## src/rtl/bcd_cnt_pkg.sv

```systemverilog
// Shared decade constants, digit type and load clamp for the BCD event counter.
package bcd_cnt_pkg;

   localparam int unsigned DIGIT_W = 4;
   localparam int unsigned BCD_MAX = 9;

   typedef logic [DIGIT_W-1:0] bcd_digit_t;

   // Any non-BCD nibble is forced to nine so a decade never holds an illegal code.
   function automatic bcd_digit_t bcd_clamp(input bcd_digit_t v);
      return (v > DIGIT_W'(BCD_MAX)) ? DIGIT_W'(BCD_MAX) : v;
   endfunction

endpackage

```

## src/rtl/bcd_digit.sv

```systemverilog
// One BCD decade: clear, clamped load, and +1/-1 step with ripple carry/borrow out.
module bcd_digit
   import bcd_cnt_pkg::*;
(
   input  logic               clk,
   input  logic               reset,
   input  logic               clear,
   input  logic               load,
   input  logic [DIGIT_W-1:0] load_val,
   input  logic               carry_in,
   input  logic               borrow_in,
   output logic [DIGIT_W-1:0] digit,
   output logic [DIGIT_W-1:0] digit_next,
   output logic               carry_out,
   output logic               borrow_out
);

   localparam bcd_digit_t MAX_D = DIGIT_W'(BCD_MAX);

   bcd_digit_t digit_q;
   bcd_digit_t digit_d;

   // Carry/borrow ripple combinationally so a full-length ripple lands in one edge.
   assign carry_out  = carry_in  & (digit_q == MAX_D);
   assign borrow_out = borrow_in & (digit_q == '0);

   always_comb begin
      digit_d = digit_q;
      if (clear) begin
         digit_d = '0;
      end else if (load) begin
         digit_d = bcd_clamp(load_val);
      end else if (carry_in) begin
         digit_d = (digit_q == MAX_D) ? '0 : DIGIT_W'(digit_q + DIGIT_W'(1));
      end else if (borrow_in) begin
         digit_d = (digit_q == '0) ? MAX_D : DIGIT_W'(digit_q - DIGIT_W'(1));
      end
   end

   always_ff @(posedge clk or posedge reset) begin
      if (reset) begin
         digit_q <= '0;
      end else begin
         digit_q <= digit_d;
      end
   end

   assign digit      = digit_q;
   assign digit_next = digit_d;

endmodule

```

## src/rtl/bcd_event_counter.sv

```systemverilog
// Multi-decade BCD up/down event counter with optional input synchronizers.
// Define BCD_CNT_SATURATE_EN to hold at all nines with a sticky overflow flag.
module bcd_event_counter
   import bcd_cnt_pkg::*;
#(
   parameter int unsigned NDIGITS     = 4,
   parameter int unsigned SYNC_STAGES = 2
) (
   input  logic                       clk,
   input  logic                       reset,
   input  logic                       clear,
   input  logic                       load,
   input  logic [DIGIT_W*NDIGITS-1:0] load_val,
   input  logic                       inc,
   input  logic                       dec,
   output logic [DIGIT_W*NDIGITS-1:0] digits,
   output logic                       overflow,
   output logic                       underflow,
   output logic                       zero
);

   localparam int unsigned W = DIGIT_W * NDIGITS;

   logic         inc_evt;
   logic         dec_evt;
   logic         inc_only;
   logic         dec_only;
   logic         ctl;
   logic [W-1:0] digits_q;
   logic [W-1:0] digits_d;
   logic [NDIGITS:0] carry;
   logic [NDIGITS:0] borrow;
   logic         overflow_q;
   logic         underflow_q;
   logic         zero_q;

   // Event front end: synchronize, then register a one-cycle pulse per rising edge.
   if (SYNC_STAGES > 0) begin : g_sync
      logic [SYNC_STAGES-1:0] inc_sync_q;
      logic [SYNC_STAGES-1:0] dec_sync_q;
      logic                   inc_prev_q;
      logic                   dec_prev_q;
      logic                   inc_evt_q;
      logic                   dec_evt_q;

      always_ff @(posedge clk or posedge reset) begin
         if (reset) begin
            inc_sync_q <= '0;
            dec_sync_q <= '0;
            inc_prev_q <= 1'b0;
            dec_prev_q <= 1'b0;
            inc_evt_q  <= 1'b0;
            dec_evt_q  <= 1'b0;
         end else begin
            inc_sync_q[0] <= inc;
            dec_sync_q[0] <= dec;
            for (int i = 1; i < int'(SYNC_STAGES); i++) begin
               inc_sync_q[i] <= inc_sync_q[i-1];
               dec_sync_q[i] <= dec_sync_q[i-1];
            end
            inc_prev_q <= inc_sync_q[SYNC_STAGES-1];
            dec_prev_q <= dec_sync_q[SYNC_STAGES-1];
            inc_evt_q  <= inc_sync_q[SYNC_STAGES-1] & ~inc_prev_q;
            dec_evt_q  <= dec_sync_q[SYNC_STAGES-1] & ~dec_prev_q;
         end
      end

      assign inc_evt = inc_evt_q;
      assign dec_evt = dec_evt_q;
   end else begin : g_direct
      assign inc_evt = inc;
      assign dec_evt = dec;
   end

   // Opposing events cancel; clear/load override any event.
   assign inc_only = inc_evt & ~dec_evt;
   assign dec_only = dec_evt & ~inc_evt;
   assign ctl      = clear | load;

   logic all_nines;
   always_comb begin
      all_nines = 1'b1;
      for (int i = 0; i < int'(NDIGITS); i++) begin
         if (digits_q[i*DIGIT_W +: DIGIT_W] != DIGIT_W'(BCD_MAX)) all_nines = 1'b0;
      end
   end

`ifdef BCD_CNT_SATURATE_EN
   logic sat_hold;
   assign sat_hold  = inc_only & all_nines;
   assign carry[0]  = inc_only & ~sat_hold;
`else
   assign carry[0]  = inc_only;
`endif
   assign borrow[0] = dec_only;

   for (genvar g = 0; g < NDIGITS; g++) begin : g_digit
      bcd_digit u_digit (
         .clk        (clk),
         .reset      (reset),
         .clear      (clear),
         .load       (load),
         .load_val   (load_val[g*DIGIT_W +: DIGIT_W]),
         .carry_in   (carry[g]),
         .borrow_in  (borrow[g]),
         .digit      (digits_q[g*DIGIT_W +: DIGIT_W]),
         .digit_next (digits_d[g*DIGIT_W +: DIGIT_W]),
         .carry_out  (carry[g+1]),
         .borrow_out (borrow[g+1])
      );
   end

   // Flags are computed from the same step that updates the digits.
   always_ff @(posedge clk or posedge reset) begin
      if (reset) begin
         overflow_q  <= 1'b0;
         underflow_q <= 1'b0;
         zero_q      <= 1'b1;
      end else begin
         zero_q      <= (digits_d == '0);
         underflow_q <= ~ctl & borrow[NDIGITS];
`ifdef BCD_CNT_SATURATE_EN
         overflow_q  <= ctl ? 1'b0 : (overflow_q | sat_hold | carry[NDIGITS]);
`else
         overflow_q  <= ~ctl & carry[NDIGITS];
`endif
      end
   end

   assign digits    = digits_q;
   assign overflow  = overflow_q;
   assign underflow = underflow_q;
   assign zero      = zero_q;

endmodule

```

## config.mk

```make
export PLATFORM = sky130hd
export DESIGN_NAME = bcd_event_counter
export DESIGN_NICKNAME = d
export VERILOG_FILES = /design/src/rtl/bcd_cnt_pkg.sv /design/src/rtl/bcd_digit.sv /design/src/rtl/bcd_event_counter.sv
export SDC_FILE = /design/constraint.sdc
export NUM_CORES = 1
export LEC_CHECK = 0
export CORE_MARGIN = 2
export CORE_UTILIZATION = 47
export CTS_CLUSTER_DIAMETER = 100
export DETAILED_ROUTE_END_ITERATION = 7
export PLACE_DENSITY = 0.73
export SLEW_MARGIN = 20
export SYNTH_ARGS = -nofsm -noshare
export SYNTH_HDL_FRONTEND = slang
export SYNTH_HIERARCHICAL = 1
export SYNTH_SLANG_ARGS = --single-unit
export TNS_END_PERCENT = 10
```

## constraint.sdc

```tcl
create_clock -name clk -period 11.2 [get_ports clk]
set_input_delay 2.24 -clock clk [delete_from_list [all_inputs] [get_ports clk]]
set_output_delay 2.24 -clock clk [all_outputs]
set_load 0.005 [all_outputs]
```

# Word level (Yosys, flattened, before mapping)
# Cells that the tools add are included.
# totals
regBits,27
latchBits,0
mem_bits_rw,0
rom_bits,0
in_bits,22
output_inout_bits,19
word_cells,82
mem_count,0
# classes
add_sub_neg,8
mul,0
div,0
order_cmp,4
eq_ne,4
shift,0
muxes,28
bitwise,20
n_reduce_logical,5
# ops
op,n
$mux W4,28
$add A4 B1 Y4 const B,4
$eq A4 B4 Y1 const B,4
$gt A4 B4 Y1 const B,4
$logic_not A16 Y1,1
$logic_not A4 Y1,4
$sub A4 B1 Y4 const B,4
$and A1 B1 Y1,14
$not A1 Y1,5
$or A1 B1 Y1,1

# Logic depth before layout (Yosys ltp)
# Gate-level depths: netlist of the first run.
# logic_depth
word_depth,10
depth_mapped,14
ltp_nobuf,14

# Cells and area by module
# Netlist of the first run, hierarchy kept.
# modules_own_cells
module,instances,cells_each,area_each_um2,seq_area_each_um2
bcd_digit,4,47,440.4,100.1
bcd_event_counter,1,23,354.1,276.5

# Worst setup path after synthesis of the first run
# Ideal clock, no wire load.
# synth_path
path_type,flip-flop to flip-flop
from,register g_digit[0].u_digit.digit_q[0]
to,register zero_q (netlist: zero)
setup_time_ps,79
arrival_time_ps,3537
t_required_ps,11121
setup_slack_ps,7584
stages_incl_launch_ff,15
period_less_slack_ps,3616
cell_sequence,dfrtp_1 inv_1 ha_1 nand2_1 nor3_1 nand2_1 nor3_1 nand2_1 nor3_1 nor4b_4 xor2_1 nor3_1 o41ai_2 nor4_1 and4_1
# synth_via
elab_chain_cells,9
word_cells_on_any_way,29
# synth_lines
item,line_no,text
start: declaration,bcd_digit.sv:20,bcd_digit_t digit_q;
start signal: assignment,bcd_digit.sv:44,digit_q <= digit_d;
$logic_not A4 Y1,bcd_digit.sv:25,assign borrow_out = borrow_in & (digit_q == '0);
$and A1 B1 Y1,bcd_digit.sv:25,
via borrow[1],bcd_event_counter.sv:32,logic [NDIGITS:0] borrow;
$and A1 B1 Y1,bcd_digit.sv:25,
via borrow[2],bcd_event_counter.sv:32,
$and A1 B1 Y1,bcd_digit.sv:25,
via borrow[3],bcd_event_counter.sv:32,
$mux W4,bcd_digit.sv:35,end else if (borrow_in) begin
$mux W4,bcd_digit.sv:33,end else if (carry_in) begin
$mux W4,bcd_digit.sv:31,end else if (load) begin
$mux W4,bcd_digit.sv:29,if (clear) begin
via digits_d[15],bcd_event_counter.sv:30,logic [W-1:0] digits_d;
$logic_not A16 Y1,bcd_event_counter.sv:120,zero_q <= (digits_d == '0);
end signal: assignment,bcd_event_counter.sv:120,
end: declaration,bcd_event_counter.sv:35,logic zero_q;
# The timed path passes the listed nets, and every way through them passes these cells.

# Final worst setup path of the first run
# Same ends and word-level chain as after synthesis.

==> results of run 1 <==
[worst max path at each step]
stage | startpoint | endpoint | slack, ns | depth (start not counted)
after global placement | clear | zero$_DFF_PP1_ | 6.86 | 5
after CTS | g_digit[0].u_digit/digit[0]$_DFF_PP0_ | zero$_DFF_PP1_ | 6.85 | 14
after detailed placement | clear | zero$_DFF_PP1_ | 6.85 | 5
after global routing | g_digit[0].u_digit/digit[0]$_DFF_PP0_ | zero$_DFF_PP1_ | 6.40 | 14
after floorplan | g_digit[0].u_digit/digit[0]$_DFF_PP0_ | zero$_DFF_PP1_ | 7.58 | 14
final | g_digit[0].u_digit/digit[0]$_DFF_PP0_ | zero$_DFF_PP1_ | 6.78 | 14
[through the flow]
step	total power (W)	setup slack [ns]	utilization
CTS	0.000225	6.85	0.581
finish	0.000223	6.78	0.581
global placement	0.000172	6.86	0.570
detailed placement	0.000173	6.85	0.570
floorplan	0.000149	7.58	-
global route	0.000236	6.40	0.581
[cell type report]
type                            instances  area [µm²]  share of cell area
Clock buffer                            3        41.3              0.0163
Timing Repair Buffer                   41         408               0.161
Sequential cell                        27         677               0.268
Inverter                               17        63.8              0.0252
Clock inverter                          1        5.00             0.00198
Tap cell                               52        65.1              0.0257
Multi-Input combinational cell        155        1270               0.502
[kinds of logic (layout without fill, tap and decap cells)]
family / after synthesis / in the layout / synth area share
buffers and inverters: 29 / 62 / 0.0798
AOI/OAI and AO/OA: 48 / 48 / 0.203
adders and majority gates: 12 / 12 / 0.0710
xor gates and xnor gates: 4 / 4 / 0.0166
and+or+nand+nor: 91 / 91 / 0.309
DFF: 27 / 27 / 0.320
[report_power, final]
part | switching, W | internal, W
Combinational | 0.0000269 | 0.0000301
Clock | 0.0000265 | 0.0000248
Sequential | 0.0000114 | 0.000103
[Yosys cell counts]
master     instances
nor2_1             4
nand3b_1          16
dfstp_2            1
inv_1             17
nor3_1            12
a311oi_1           8
a221oi_1           4
and4_1             1
xor2_1             4
nand3_1            8
and4b_2            4
a31oi_1            4
a311o_1            4
nand2b_1          12
ha_1              12
o41ai_2            4
buf_6              8
and4b_1            4
a21oi_1            4
o211ai_1           4
nor3b_1            2
nor4b_4            4
o21ai_0            4
dfrtp_1           26
o2111ai_1          4
nand2_1            8
nor2b_1            8
a211oi_1           4
buf_1              4
nor4_1             4
a221oi_2           4
or3b_1             4
[critical path, stage by stage (launching register included)]
cell and delay [ns]:
dfrtp_1 0.49, inv_1 0.13, ha_1 0.20, nand2_1 0.08, nor3_1 0.58, nand2_1 0.16, nor3_1 0.69, nand2_1 0.16
nor3_1 0.61, nor4b_4 0.33, xor2_1 0.09, nor3_1 0.20, o41ai_2 0.12, nor4_1 0.30, and4_1 0.22
[sequential cells by signal, summed over array words and instances (netlist names)]
register / flops
dec_evt: 1
g_digit.u_digit/digit: 16
g_sync.dec_prev_q: 1
g_sync.dec_sync_q: 2
g_sync.inc_evt_q: 1
g_sync.inc_prev_q: 1
g_sync.inc_sync_q: 2
overflow: 1
underflow: 1
zero: 1
[layer usage]
metal  wire length (µm)  global-route usage
met5                  0                   0
met4                 31              0.0461
met3                230              0.0128
met2               2280               0.310
met1               2160               0.274
==> results by group, run 1 <==
Run status
  • Outcome: complete, no violations

Worst setup path
  • Startpoint Class: register
  • Required @ worst endpoint: 11.41 ns
  • R2R Path Start: g_digit[0].u_digit/digit[0]$_DFF_PP0_
  • FF-to-FF setup slack: 6.78 ns
  • Critical Path End Type: register
  • Critical Path AT: 4.63 ns
  • Reg2reg end: zero$_DFF_PP1_
  • CP max FO: 9
  • Crit path kind: register to register
  • Reg2reg path depth: 14

Synth
  • Cell taking the most area after synthesis: dfrtp_1
  • Ranking of synthesized cells by area: dfrtp_1, ha_1, nand3b_1
  • Distinct cells, synth: 32
  • Seq/Total Area, Yosys: 0.320
  • Flops & latches, synth: 27
  • Mapped Nets: 245
  • Yosys warnings: 6
  • Post-synthesis cell count: 211
  • Post-Syn Area: 0.00212 mm²
  • Syn_area_per_cell: 10.0 µm²
  • Post-synth top area share: 0.308

Layout
  • Fraction of layout cells with a size suffix above 1: 0.0902
  • Fillers: 387
  • Commonest cells after routing, fill and taps aside: clkdlybuf4s50_1, dfrtp_1, inv_1
  • Syn-to-layout area delta: 19.6%
  • Most common cell after layout, fill and taps aside: clkdlybuf4s50_1
  • Cell Count, Final, Fillers Out: just under 300
  • Diode count: 0
  • Cell area after layout: 0.00253 mm²
  • Fin nets: roughly 280

Timing
  • Final setup fails: 0
  • Rel. slew slack: 0.348
  • Final Cycle Share: 0.395
  • Worst slew pin tran: 0.975 ns
  • Setup TNS: 0 ns
  • Clock Skew: approximately 0.0032 ns
  • RSZ-0062 raised after global routing: false
  • Final Max Slew Viols: 0
  • Fmax: roughly 0.23 GHz
  • Final Hold Slack: ~0.35 ns
  • Fin. Hold Viols: 0
  • Fin crit period: 4.42 ns

Floorplanning
  • Ports: 41
  • Total core area: ~0.0044 mm²
  • Die area: between 0.005 and 0.006 mm²
  • Die height: between 70 and 80 µm
  • Die outline width: 71.1 µm
  • Starting density of the core: 0.486
  • Row count: 24

Pwr
  • Peak supply drop: approximately 0.056 mV
  • Cell Pwr Density: roughly 88 mW/mm²
  • Static Leak: 0.976 nW

Clock tree
  • CTS tree: built
  • Cts hold-fix bufs: 0
  • H-tree depth: 1
  • Worst-path clk slew: 0.08 ns
  • # clock sinks: 27
  • PostCTS Resize Cnt: 0
  • Post-CTS Setup Inserts: 0
  • Skew-Pair Late Insertion Delay: between 0.2 and 0.3 ns
  • Clock buffer depth: 2
  • CTS root buf: clkbuf_8
  • TritonCTS buffer count: 3

Detailed routing
  • Starting DRC count in detailed routing: 134
  • First-pass DRT Iterations: 5
  • # DRC: 0
  • Wire length per cell: roughly 16 µm
  • Drt total wl: 4.71 mm
  • Routed vias: 1826
  • Vias/cell: 6.17
  • Post-route ant nets: 0

Placed design
  • Dpl cell area: ~0.0025 mm²
  • Gpl congestion: 0.846
  • PortBufs: 40
  • Dpl hpwl: 3.56 mm
  • DP Cell Count: between 200 and 300

GRT
  • First-pass GRT wire length: 7.82 mm
  • Grt ovf: 0
  • Number of antenna violations at the first check in global routing: 0
  • Largest net degree at the start of global routing: 35
  • All-Layer GR Usage: 0.189
  • Vias in the first global route: between 1500 and 2000

Worst hold path
  • Worst Hold Path EP: g_sync.inc_sync_q[1]$_DFF_PP0_
  • Min-delay worst type: register to register
  • Cells on Worst Hold Path: 0
  • Worst Min Path Start: g_sync.inc_sync_q[0]$_DFF_PP0_

Run
  • # Max-Cap Violations: 0
Note: power is estimated with default switching activity, not from simulation.
==> run 2, diff against run 1 <==
Clock period 11.2 ns to 4.2 ns, I/O delays scaled along.
==> run 2 against run 1 <==
Cell area rose by 1.7%. Die area did not move. Critical endpoint unchanged. Global-route usage rose by 1.1 points. Maximum frequency rose by 27%. Largest power group unchanged. Critical path type unchanged. Cell count rose by 2.0%. Non-clock buffer count rose by 6.
==> results by group, run 2 (same netlist as run 1, synthesis figures left out) <==
Run status
  • Outcome: complete, no violations

Timing
  • Clock Skew: 0.00442 ns (+0.00125 ns)
  • RSZ-0062 raised after global routing: false
  • Worst slew pin tran: 0.969 ns (-0.00600 ns)
  • Fin crit period: 3.49 ns (-0.931 ns)
  • Setup TNS: 0 ns (unchanged)
  • Final Max Slew Viols: 0 (unchanged)
  • Final Hold Slack: 0.352 ns (-0.000215 ns)
  • Final Cycle Share: 0.832 (+0.437)
  • Rel. slew slack: 0.352 (+0.00401)
  • Fin. Hold Viols: 0 (unchanged)
  • Fmax: 0.286 GHz (+27%)
  • Final setup fails: 0 (unchanged)

Run
  • # Max-Cap Violations: 0 (unchanged)

Pwr
  • Cell Pwr Density: 233 mW/mm² (+160%)
  • Net Sw Frac: 0.290 (-0.000881)
  • Combinational power share: 0.260 (+0.004)
  • P_int: 0.000425 W (+170%)
  • Clock network power share: 0.229 (-0.002)
  • Static Leak: 1.00 nW (+2.9%)
  • Peak supply drop: 0.142 mV (+160%)
  • Part of the power in registers: 0.511 (-0.002)
  • Net switching power: 0.000174 W (+170%)

Clock tree
  • Worst-path clk slew: 0.08 ns (about the same)
  • PostCTS Resize Cnt: 0 (unchanged)
  • CTS tree: built
  • # clock sinks: 27 (unchanged)
  • Post-CTS Setup Inserts: 0 (unchanged)
  • TritonCTS buffer count: 3 (unchanged)
  • Clock buffer depth: 2 (unchanged)
  • H-tree depth: 1 (unchanged)
  • Skew-Pair Late Insertion Delay: 0.26 ns (about the same)
  • Cts hold-fix bufs: 0 (unchanged)
  • CTS root buf: clkbuf_8

GRT
  • Grt ovf: 0 (unchanged)
  • Number of antenna violations at the first check in global routing: 0 (unchanged)
  • Largest net degree at the start of global routing: 26 (-26%)
  • All-Layer GR Usage: 0.200 (+0.0108)
  • First-pass GRT wire length: 8.22 mm (+5.1%)
  • Vias in the first global route: 1748 (+5.5%)

Layout
  • Reg area: 677 µm² (unchanged)
  • Cell Count, Final, Fillers Out: 302 (+2.0%)
  • Fraction of layout cells with a size suffix above 1: 0.108 (+0.0178)
  • Diode count: 0 (unchanged)
  • Multi-input gate area: 0.00127 mm² (unchanged)
  • Syn-to-layout area delta: 21.6%
  • Fin nets: 285 (+2.2%)
  • Commonest cells after routing, fill and taps aside: clkdlybuf4s50_1, dfrtp_1, inv_1
  • Max reg flops: 16 (unchanged)
  • Most common cell after layout, fill and taps aside: clkdlybuf4s50_1
  • Fillers: 387 (unchanged)

Detailed routing
  • Post-route ant nets: 0 (unchanged)
  • Metal-1 WL: 2.25 mm (+3.9%)
  • # DRC: 0 (unchanged)
  • Vias/cell: 6.15 (-0.27%)
  • First-pass DRT Iterations: 4 (-1)
  • Starting DRC count in detailed routing: 143 (+6.7%)
  • Max Used Layer: met4
  • Met3 wire length: 191 µm (-17%)
  • Met2 wire length: 2.45 mm (+7.4%)
  • Drt total wl: 4.94 mm (+5.0%)
  • Wire length per cell: 16.4 µm (+2.9%)
  • Routed vias: 1858 (+1.8%)

Placed design
  • DP Cell Count: 298 (+2.1%)
  • Gpl congestion: 0.855 (+1.1%)
  • Dpl hpwl: 3.76 mm (+5.6%)
  • PortBufs: 40 (unchanged)

Floorplanning
  • Die area: 0.00505 mm² (unchanged)
  • Ports: 41 (unchanged)
  • Row count: 24 (unchanged)
  • Total core area: 0.00435 mm² (unchanged)
  • Die outline width: 71.1 µm (unchanged)
  • Starting density of the core: 0.486 (unchanged)
  • Die height: 71.1 µm (unchanged)

Worst setup path
  • FF-to-FF setup slack: 0.71 ns (-6.07 ns)
  • Startpoint Class: register
  • Critical Path AT: 3.70 ns (-0.93 ns)
  • Critical Path End Type: register
  • Crit path kind: register to register
  • Required @ worst endpoint: 4.40 ns (-7.01 ns)
  • CP max FO: 7 (-2)

Worst hold path
  • Min-delay worst type: register to register
-- run 2: cell types whose count changed in the layout (fill, tap and decap cells not counted) --
cell,change
clkinv_2,-1
clkbuf_1,+1
buf_4,+6
-- run 2: routing by layer --
layer,vias up,GRT usage
met5,-,0
met4,0,0.0629
met3,4,0.0128
met2,46,0.337
met1,925,0.276
li1,883,-
-- run 2: worst paths after layout --
check,start,end,cells after the start
worst max register to register,dec_evt$_DFF_PP0_,zero$_DFF_PP1_,13
min in group asynchronous,reset,g_digit[3].u_digit/digit[0]$_DFF_PP0_,2
worst min-delay path,g_sync.inc_sync_q[0]$_DFF_PP0_,g_sync.inc_sync_q[1]$_DFF_PP0_,0
max in group asynchronous,reset,zero$_DFF_PP1_,2
worst min register to register,g_sync.inc_sync_q[0]$_DFF_PP0_,g_sync.inc_sync_q[1]$_DFF_PP0_,0
worst max-delay path,dec_evt$_DFF_PP0_,zero$_DFF_PP1_,13
-- run 2: area by class of cell --
cell class | instances | area share
Multi-Input combinational cell | 155 | 0.493
Timing Repair Buffer | 47 | 0.176
Inverter | 17 | 0.0248
Clock buffer | 4 | 0.0175
Tap cell | 52 | 0.0253
Sequential cell | 27 | 0.263
-- run 2: critical path, stage by stage (launching register included) --
cell,delay [ns]
dfrtp_1,0.39
nor2b_1,0.40
inv_1,0.18
nor2_1,0.41
inv_1,0.17
nor2_1,0.14
buf_4,0.16
inv_1,0.09
nor2_1,0.38
inv_1,0.18
a311oi_1,0.29
o41ai_2,0.11
nor4_1,0.30
and4_1,0.23
-- run 2: stage by stage --
| step | worst slack, ns | power (W) | util | area, µm² |
|---|---|---|---|---|
| CTS | 0.802 | 0.000603 | 0.591 | 2570 |
| floorplan | 0.584 | 0.000399 | - | 2120 |
| finish | 0.708 | 0.000598 | 0.591 | 2570 |
| detailed placement | 0.820 | 0.000465 | 0.581 | 2530 |
| global placement | 0.813 | 0.000464 | 0.581 | 2530 |
| global route | 0.383 | 0.000632 | 0.591 | 2570 |
-- run 2: power groups by stage --
stage / combinational [W] / sequential, W / clock [W]
2_1_floorplan: 0.000101 / 0.000297 / 0
3_3_place_gp: 0.000155 / 0.000309 / 0
3_5_place_dp: 0.000155 / 0.000310 / 0
4_1_cts: 0.000156 / 0.000305 / 0.000142
5_1_grt: 0.000172 / 0.000309 / 0.000152
6_report: 0.000156 / 0.000306 / 0.000137
